$ cat config.mk
export PLATFORM = sky130hd
export DESIGN_NAME = pixel_src_switch
export DESIGN_NICKNAME = d
export VERILOG_FILES = /design/src/rtl/pixel_src_switch.sv
export SDC_FILE = /design/constraint.sdc
export NUM_CORES = 1
export LEC_CHECK = 0
export BUFFER_PORTS_ARGS = -buffer_cell sky130_fd_sc_hd__buf_2
export CORE_MARGIN = 2
export CORE_UTILIZATION = 44
export CTS_CLUSTER_DIAMETER = 50
export DETAILED_ROUTE_END_ITERATION = 8
export GPL_TIMING_DRIVEN = 0
export HOLD_SLACK_MARGIN = 0.03
export PLACE_DENSITY_LB_ADDON = 0.1
export REMOVE_ABC_BUFFERS = 1
export SETUP_SLACK_MARGIN = 0.5
export SYNTH_ARGS = -nofsm -noshare
export SYNTH_HDL_FRONTEND = slang
export SYNTH_SLANG_ARGS = --single-unit
$ cat constraint.sdc
create_clock -name clk -period 3.7 [get_ports clk]
set_input_delay 0.555 -clock clk [delete_from_list [all_inputs] [get_ports clk]]
set_output_delay 0.555 -clock clk [all_outputs]
set_load 0.02 [all_outputs]
$ cat src/rtl/pixel_src_switch.sv
// pixel_src_switch
// Registered N-source pixel selector for the VGA display path. The active
// source changes only on a start-of-frame pulse, so no frame mixes sources.
// Two-cycle pipeline: stage 1 captures the selected source pixel(s) and the
// valid, and stage 2 produces the (optionally blended) pixel, zeroed when the
// pixel is not valid.
// Optional feature: define PIXEL_SRC_SWITCH_FADE_EN to crossfade from the old
// source to the new one over 2**FADE_LOG2 frames instead of switching hard.
module pixel_src_switch #(
  parameter int NUM_SRC   = 4,
  parameter int CH_W      = 4,
  parameter int SEL_W     = $clog2(NUM_SRC),
  parameter int FADE_LOG2 = 2
) (
  input  logic                      clk,
  input  logic                      reset,
  input  logic [SEL_W-1:0]          sel,
  input  logic [NUM_SRC*3*CH_W-1:0] src_pix,
  input  logic                      pix_valid,
  input  logic                      sof,
  output logic [3*CH_W-1:0]         o_pix,
  output logic                      o_valid,
  output logic [SEL_W-1:0]          active_sel,
  output logic                      busy
);

  localparam int PIX_W = 3 * CH_W;

  if (NUM_SRC < 2 || NUM_SRC > 16 || FADE_LOG2 < 1 || SEL_W != $clog2(NUM_SRC)) begin : g_bad_param
    $error("pixel_src_switch: unsupported parameter set");
  end

  typedef enum logic [1:0] {
    IDLE    = 2'd0,
    PENDING = 2'd1,
    FADE    = 2'd2
  } state_t;

  state_t state;

  logic             sel_ok;
  logic             req;
  logic [PIX_W-1:0] old_p1;
  logic             vld_p1;

`ifdef PIXEL_SRC_SWITCH_FADE_EN
  localparam int F     = 1 << FADE_LOG2;
  localparam int K_W   = FADE_LOG2 + 1;
  localparam int ACC_W = CH_W + FADE_LOG2 + 1;

  logic [SEL_W-1:0] target;
  logic [K_W-1:0]   k;
  logic [PIX_W-1:0] new_p1;
  logic [K_W-1:0]   k_p1;

  // Weighted mix of one channel; the result is truncated, not rounded.
  function automatic logic [CH_W-1:0] blend_ch(input logic [CH_W-1:0] a,
                                               input logic [CH_W-1:0] b,
                                               input logic [K_W-1:0]  kk);
    logic [ACC_W-1:0] acc;
    acc = ACC_W'(a) * (ACC_W'(F) - ACC_W'(kk)) + ACC_W'(b) * ACC_W'(kk);
    return CH_W'(acc >> FADE_LOG2);
  endfunction

  function automatic logic [PIX_W-1:0] blend_pix(input logic [PIX_W-1:0] a,
                                                 input logic [PIX_W-1:0] b,
                                                 input logic [K_W-1:0]   kk);
    logic [PIX_W-1:0] r;
    r = '0;
    for (int c = 0; c < 3; c++) begin
      r[c*CH_W +: CH_W] = blend_ch(a[c*CH_W +: CH_W], b[c*CH_W +: CH_W], kk);
    end
    return r;
  endfunction
`endif

  // Pick one pixel out of the flattened source bus.
  function automatic logic [PIX_W-1:0] pick_src(input logic [NUM_SRC*PIX_W-1:0] all,
                                                input logic [SEL_W-1:0]         idx);
    logic [PIX_W-1:0] r;
    r = '0;
    for (int i = 0; i < NUM_SRC; i++) begin
      if (idx == SEL_W'(i)) r = all[i*PIX_W +: PIX_W];
    end
    return r;
  endfunction

  // A select code beyond the last source counts as "no request".
  assign sel_ok = ({1'b0, sel} < (SEL_W+1)'(NUM_SRC));
  assign req    = sel_ok && (sel != active_sel);

  // Control FSM: track the requested source and commit it only on sof.
  // IDLE and PENDING react to sel identically; PENDING only marks that a
  // request is waiting for the next frame start (busy).
  always_ff @(posedge clk or posedge reset) begin
    if (reset) begin
      state      <= IDLE;
      active_sel <= '0;
      busy       <= 1'b0;
`ifdef PIXEL_SRC_SWITCH_FADE_EN
      target     <= '0;
      k          <= '0;
`endif
    end else begin
      unique case (state)
        IDLE, PENDING: begin
          if (!req) begin
            state <= IDLE;
            busy  <= 1'b0;
          end else if (sof) begin
`ifdef PIXEL_SRC_SWITCH_FADE_EN
            target <= sel;
            k      <= K_W'(1);
            state  <= FADE;
            busy   <= 1'b1;
`else
            active_sel <= sel;
            state      <= IDLE;
            busy       <= 1'b0;
`endif
          end else begin
`ifdef PIXEL_SRC_SWITCH_FADE_EN
            target <= sel;
`endif
            state <= PENDING;
            busy  <= 1'b1;
          end
        end
`ifdef PIXEL_SRC_SWITCH_FADE_EN
        FADE: begin
          // target is frozen and new requests are ignored until the fade ends
          if (sof) begin
            if (k == K_W'(F - 1)) begin
              active_sel <= target;
              k          <= '0;
              state      <= IDLE;
              busy       <= 1'b0;
            end else begin
              k <= k + K_W'(1);
            end
          end
        end
`endif
        default: begin
          state <= IDLE;
          busy  <= 1'b0;
        end
      endcase
    end
  end

  // ---- stage 1: capture selected source pixel(s) ----
  always_ff @(posedge clk) begin
    old_p1 <= pick_src(src_pix, active_sel);
`ifdef PIXEL_SRC_SWITCH_FADE_EN
    new_p1 <= pick_src(src_pix, target);
    k_p1   <= k;
`endif
  end

  // Stage 1 valid travels alongside the captured pixel.
  always_ff @(posedge clk or posedge reset) begin
    if (reset) begin
      vld_p1 <= 1'b0;
    end else begin
      vld_p1 <= pix_valid;
    end
  end

  // ---- stage 2: blend (fade build) and force zero on invalid pixels ----
  always_ff @(posedge clk or posedge reset) begin
    if (reset) begin
      o_pix   <= '0;
      o_valid <= 1'b0;
    end else begin
      o_valid <= vld_p1;
      if (vld_p1) begin
`ifdef PIXEL_SRC_SWITCH_FADE_EN
        o_pix <= blend_pix(old_p1, new_p1, k_p1);
`else
        o_pix <= old_p1;
`endif
      end else begin
        o_pix <= '0;
      end
    end
  end

endmodule

# Word level (Yosys, flattened, before mapping)
# Cells that the tools add are included.
# Widths: inputs -> output; s select.
[totals]
regBits = 31
latchBits = 0
ramBits = 0
mem_bits_ro = 0
input_bits = 54
output_inout_bits = 16
word_cells = 27
n_memories = 0
[classes]
addsub = 0
n_mul = 0
n_div = 0
order_cmp = 0
n_eq_ne = 5
shifts = 0
muxes = 11
n_bitwise = 0
reduce_logical = 4
[ops]
columns = ["operator", "count"]
rows = [
  ["$mux 12", 5],
  ["$mux 1", 5],
  ["$eq 2x1->1 const B", 2],
  ["$eq 2x2->1 const B", 2],
  ["$logic_not 2->1", 2],
  ["$reduce_and 3->1", 1],
  ["$mux 2", 1],
  ["$ne 2x2->1", 1],
  ["$reduce_or 2->1", 1],
]

# Depth between registers and ports, before layout
[logic_depth]
word_depth = 5
ltp_mapped = 4
depth_no_buf = 2

# Least setup slack after synthesis
# Ideal clock, no wire load.
[synth_path]
kind = "reg-to-reg"
startpoint = "reg active_sel[0]"
endpoint = "reg old_p1[10]"
setup_ns = 0.135
arrival_time_ns = 1.209
required_ns = 3.565
path_slack_ns = 2.356
stages_incl_launch_ff = 4
path_buffers = 2
synth_period_minus_slack_ns = 1.344
cell_sequence = "dfrtp_1 -> buf_6 -> buf_12 -> mux4_2"
[synth_via]
elab_chain_cells = 5
word_cells_on_any_way = 8
classes_between = "3 x eq/ne; 4 x mux; 1 x reduce/logical"
[synth_lines]
columns = ["element", "line", "source"]
rows = [
  ["from (decl)", "23", "output logic [SEL_W-1:0] active_sel,"],
  ["from (signal assigned)", "117", "active_sel <= sel;"],
  ["$logic_not 2->1", "83", "if (idx == SEL_W'(i)) r = all[i*PIX_W +: PIX_W];"],
  ["$mux 12 (3 in series)", "83", ""],
  ["$mux 12 *", "83", ""],
  ["to (signal assigned)", "154", "old_p1 <= pick_src(src_pix, active_sel);"],
  ["to (decl)", "43", "logic [PIX_W-1:0] old_p1;"],
]
# Mark *: on every way between the ends. The rest lies on a longest branch, timed or not.
# A chain may end at the register's enable or synchronous reset.

# Final worst setup path
[layout_path]
startpoint = "reg active_sel[0]"
endpoint = "out active_sel[0]"
# No word-level cell between the ends.

==> results.sh <==
export IMPL_outcome="finished, final reports clean"
export IMPL_cts_root_buf="sky130_fd_sc_hd__clkbuf_4"
export IMPL_grt_max_degree=18
export IMPL_critical_path_cell_chain="buf_2"
export IMPL_tritoncts_num_buffers=5
export IMPL_power_per_cell_area_nw_per_um2=445.6
export IMPL_cap_viol_max_count=0
export IMPL_min_period_over_period_pct=53.55
export IMPL_timing_clock_skew_ns=0.005559
export IMPL_floorplan_initialDensity_pct=45.83
export IMPL_io_pins=70
export IMPL_buffer_ports_inserted=69
export IMPL_synth_seq_cells=29
export IMPL_grt_antenna_before_repair=0
export IMPL_global_route_congestion_overflow_total=0
export IMPL_yosysWarnings=0
export IMPL_synthesis_area_per_instance_um2=17.70
export IMPL_grt_use_total_pct=15.60
export IMPL_first_iter_violations=3
export IMPL_critical_path_rt_ns=3.14
export IMPL_min_path_type="input pin to asynchronous set/reset pin"
export IMPL_setup_viol=0
export IMPL_vias_per_cell=4.727
export IMPL_design_power_total_uw=674.1
export IMPL_crit_path_max_incr_delay_ns=0.83
export IMPL_postCtsSetupBuffers=0
export IMPL_antenna_violating_nets_post_route=0
export IMPL_sequential_area_share_after_synthesis_pct=59.71
export IMPL_clock_transition_at_the_registers_of_the_reported_paths_ns=0.08
export IMPL_number_of_clock_sinks=29
export IMPL_timing_critical_path_arrival_ns=1.43
export IMPL_fp_dieArea_um2=2952
export IMPL_layout_cells_most_common_list="69 x sky130_fd_sc_hd__buf_2, 17 x sky130_fd_sc_hd__dfrtp_1, 12 x sky130_fd_sc_hd__and2_1, 12 x sky130_fd_sc_hd__dfxtp_1, 8 x sky130_fd_sc_hd__mux4_2"
export IMPL_drv_slew=0
export IMPL_die_w_um=54.34
export IMPL_global_route_wire_length_before_repair_um=3015
export IMPL_cts_hold_buffers=0
export IMPL_timing_critical_path_to_type="output port"
export IMPL_placement_cell_area_um2=1458
export IMPL_via_count=780
export IMPL_period_needed_ns=1.981
export IMPL_layout_drive_gt1_share_pct=62.96
export IMPL_critical_path_top_delay_family="flip-flops"
export IMPL_lkg_pwr_nw=0.7718
export IMPL_cts_resized=0
export IMPL_final_seq_area_um2=665.6
export IMPL_max_slew_worst_pin_slew_ns=0.7387
export IMPL_avgRoutedWirePerCell_um=12.24
export IMPL_first_global_vias=735
export IMPL_finalNetCount=189
export IMPL_worst_setup_path_start_kind="register"
export IMPL_flow_area_growth_from_synthesis_pct=35.69
export IMPL_multi_input_area_um2=405.4
export IMPL_ctsLongestPathBuffers=2
export IMPL_remaining_drc_errors=0
export IMPL_syn_cell_area_um2=1115
export IMPL_final_hold_viol_count=0
export IMPL_worstSetupPathType="register to output port"
export IMPL_slew_headroom_pct=50.76
export IMPL_met3_routed_length_um=196
export IMPL_core_area_um2=2432
export IMPL_num_antenna_cells=0
export IMPL_critPathBufInv=1
export IMPL_nFillCells=200
export IMPL_htree_num_levels=2
export IMPL_worst_path_max_delay_cell="sky130_fd_sc_hd__dfrtp_1"
export IMPL_design_area_um2=1513
export IMPL_tritoncts="done"
export IMPL_dr_max_layer_used="met4"
export IMPL_first_pass_iteration_count_of_the_detailed_router=2
export IMPL_amount_of_wire_on_met2_after_detailed_routing_um=1102
export IMPL_tns_ns=0
export IMPL_place_congestion=0.6483
export IMPL_drt_met1_wl_um=672
export IMPL_synthesis_instances=63
export IMPL_synth_cell_type_count=13
export IMPL_fmaxAchievable_mhz=504.7
export IMPL_layout_commonest_cell="sky130_fd_sc_hd__buf_2"
export IMPL_worstPathMaxFanout=15
export IMPL_floorplan_die_height_um=54.34
export IMPL_num_rows=18
export IMPL_ir_drop_v=0.0002499
export IMPL_routed_wirelength_um=2020
export IMPL_setup_repair_after_global_routing_missed_its_margin="false"
export IMPL_clock_insertion_delay_worst_skew_ns=0.31
-- metrics by stage --
stage	hold WS [ns]	setup WS, ns	std cells	util (%)
5_1_grt	0.3266	1.586	165	62.19
3_3_place_gp	0.4201	2.021	158	59.93
4_1_cts	0.3191	1.664	165	62.19
2_1_floorplan	0.4187	2.125	59	-
3_5_place_dp	0.4249	2.014	158	59.93
6_report	0.3084	1.719	165	62.19
-- synthesized netlist by cell type --
cell type	n	area [um2]
sky130_fd_sc_hd__buf_12	1	20.02
sky130_fd_sc_hd__dfxtp_1	12	240.2
sky130_fd_sc_hd__buf_6	1	11.26
sky130_fd_sc_hd__buf_2	1	5.000
sky130_fd_sc_hd__inv_1	1	3.750
sky130_fd_sc_hd__mux4_2	8	180.2
sky130_fd_sc_hd__mux4_1	4	105.1
sky130_fd_sc_hd__mux2_2	2	22.52
sky130_fd_sc_hd__clkbuf_1	1	3.750
sky130_fd_sc_hd__xnor2_1	2	17.52
sky130_fd_sc_hd__and2_1	12	75.07
sky130_fd_sc_hd__dfrtp_1	17	425.4
sky130_fd_sc_hd__a21oi_1	1	5.000
-- cell families (layout without fill, tap and decap cells) --
family                 count (synthesis)  in the layout  share of synthesized area, %
buffers and inverters                  5             77                         3.927
AND/OR/NAND/NOR                       12             12                         6.734
XOR/XNOR                               2              2                         1.572
multiplexers                          14             14                         27.61
flip-flops                            29             29                         59.71
AO/OA/AOI/OAI                          1              1                        0.4485
-- state kept, by name, indices dropped and copies added (netlist names) --
signal      flops
o_pix          12
old_p1         12
active_sel      2
busy            1
o_valid         1
vld_p1          1
-- metal layers --
layer  vias to the layer above  GRT usage, %
met2                        44         27.31
met4                         0         13.75
met5                         -             0
met1                       362         14.49
met3                         4         4.645
li1                        370             -
-- power breakdown --
group	total, mW	internal (mW)	switching (mW)	leakage, nW
sequential	0.374	0.352	0.0216	0.315
combinational	0.119	0.0713	0.0474	0.426
clock	0.182	0.0895	0.0920	0.0314
-- worst paths after layout --
path	end	from	cells past startpoint	slack, ns
max	active_sel[0]	active_sel[0]	1	1.72
min	o_pix[6]	reset	2	0.31
max reg2reg	old_p1[11]	active_sel[0]	1	2.11
min reg2reg	o_pix[10]	old_p1[10]	1	0.44
max in group asynchronous	active_sel[1]	reset	2	2.98
min in group clk	vld_p1	pix_valid	1	0.35
-- layout make-up --
class / instances / area share (%)
flip-flops and latches: 29 / 44.00
multi-input cells: 29 / 26.80
repair buffers: 69 / 22.83
clock buffers: 7 / 3.639
well taps: 30 / 2.481
inverters: 1 / 0.2481
(Power assumes the default switching activity.)
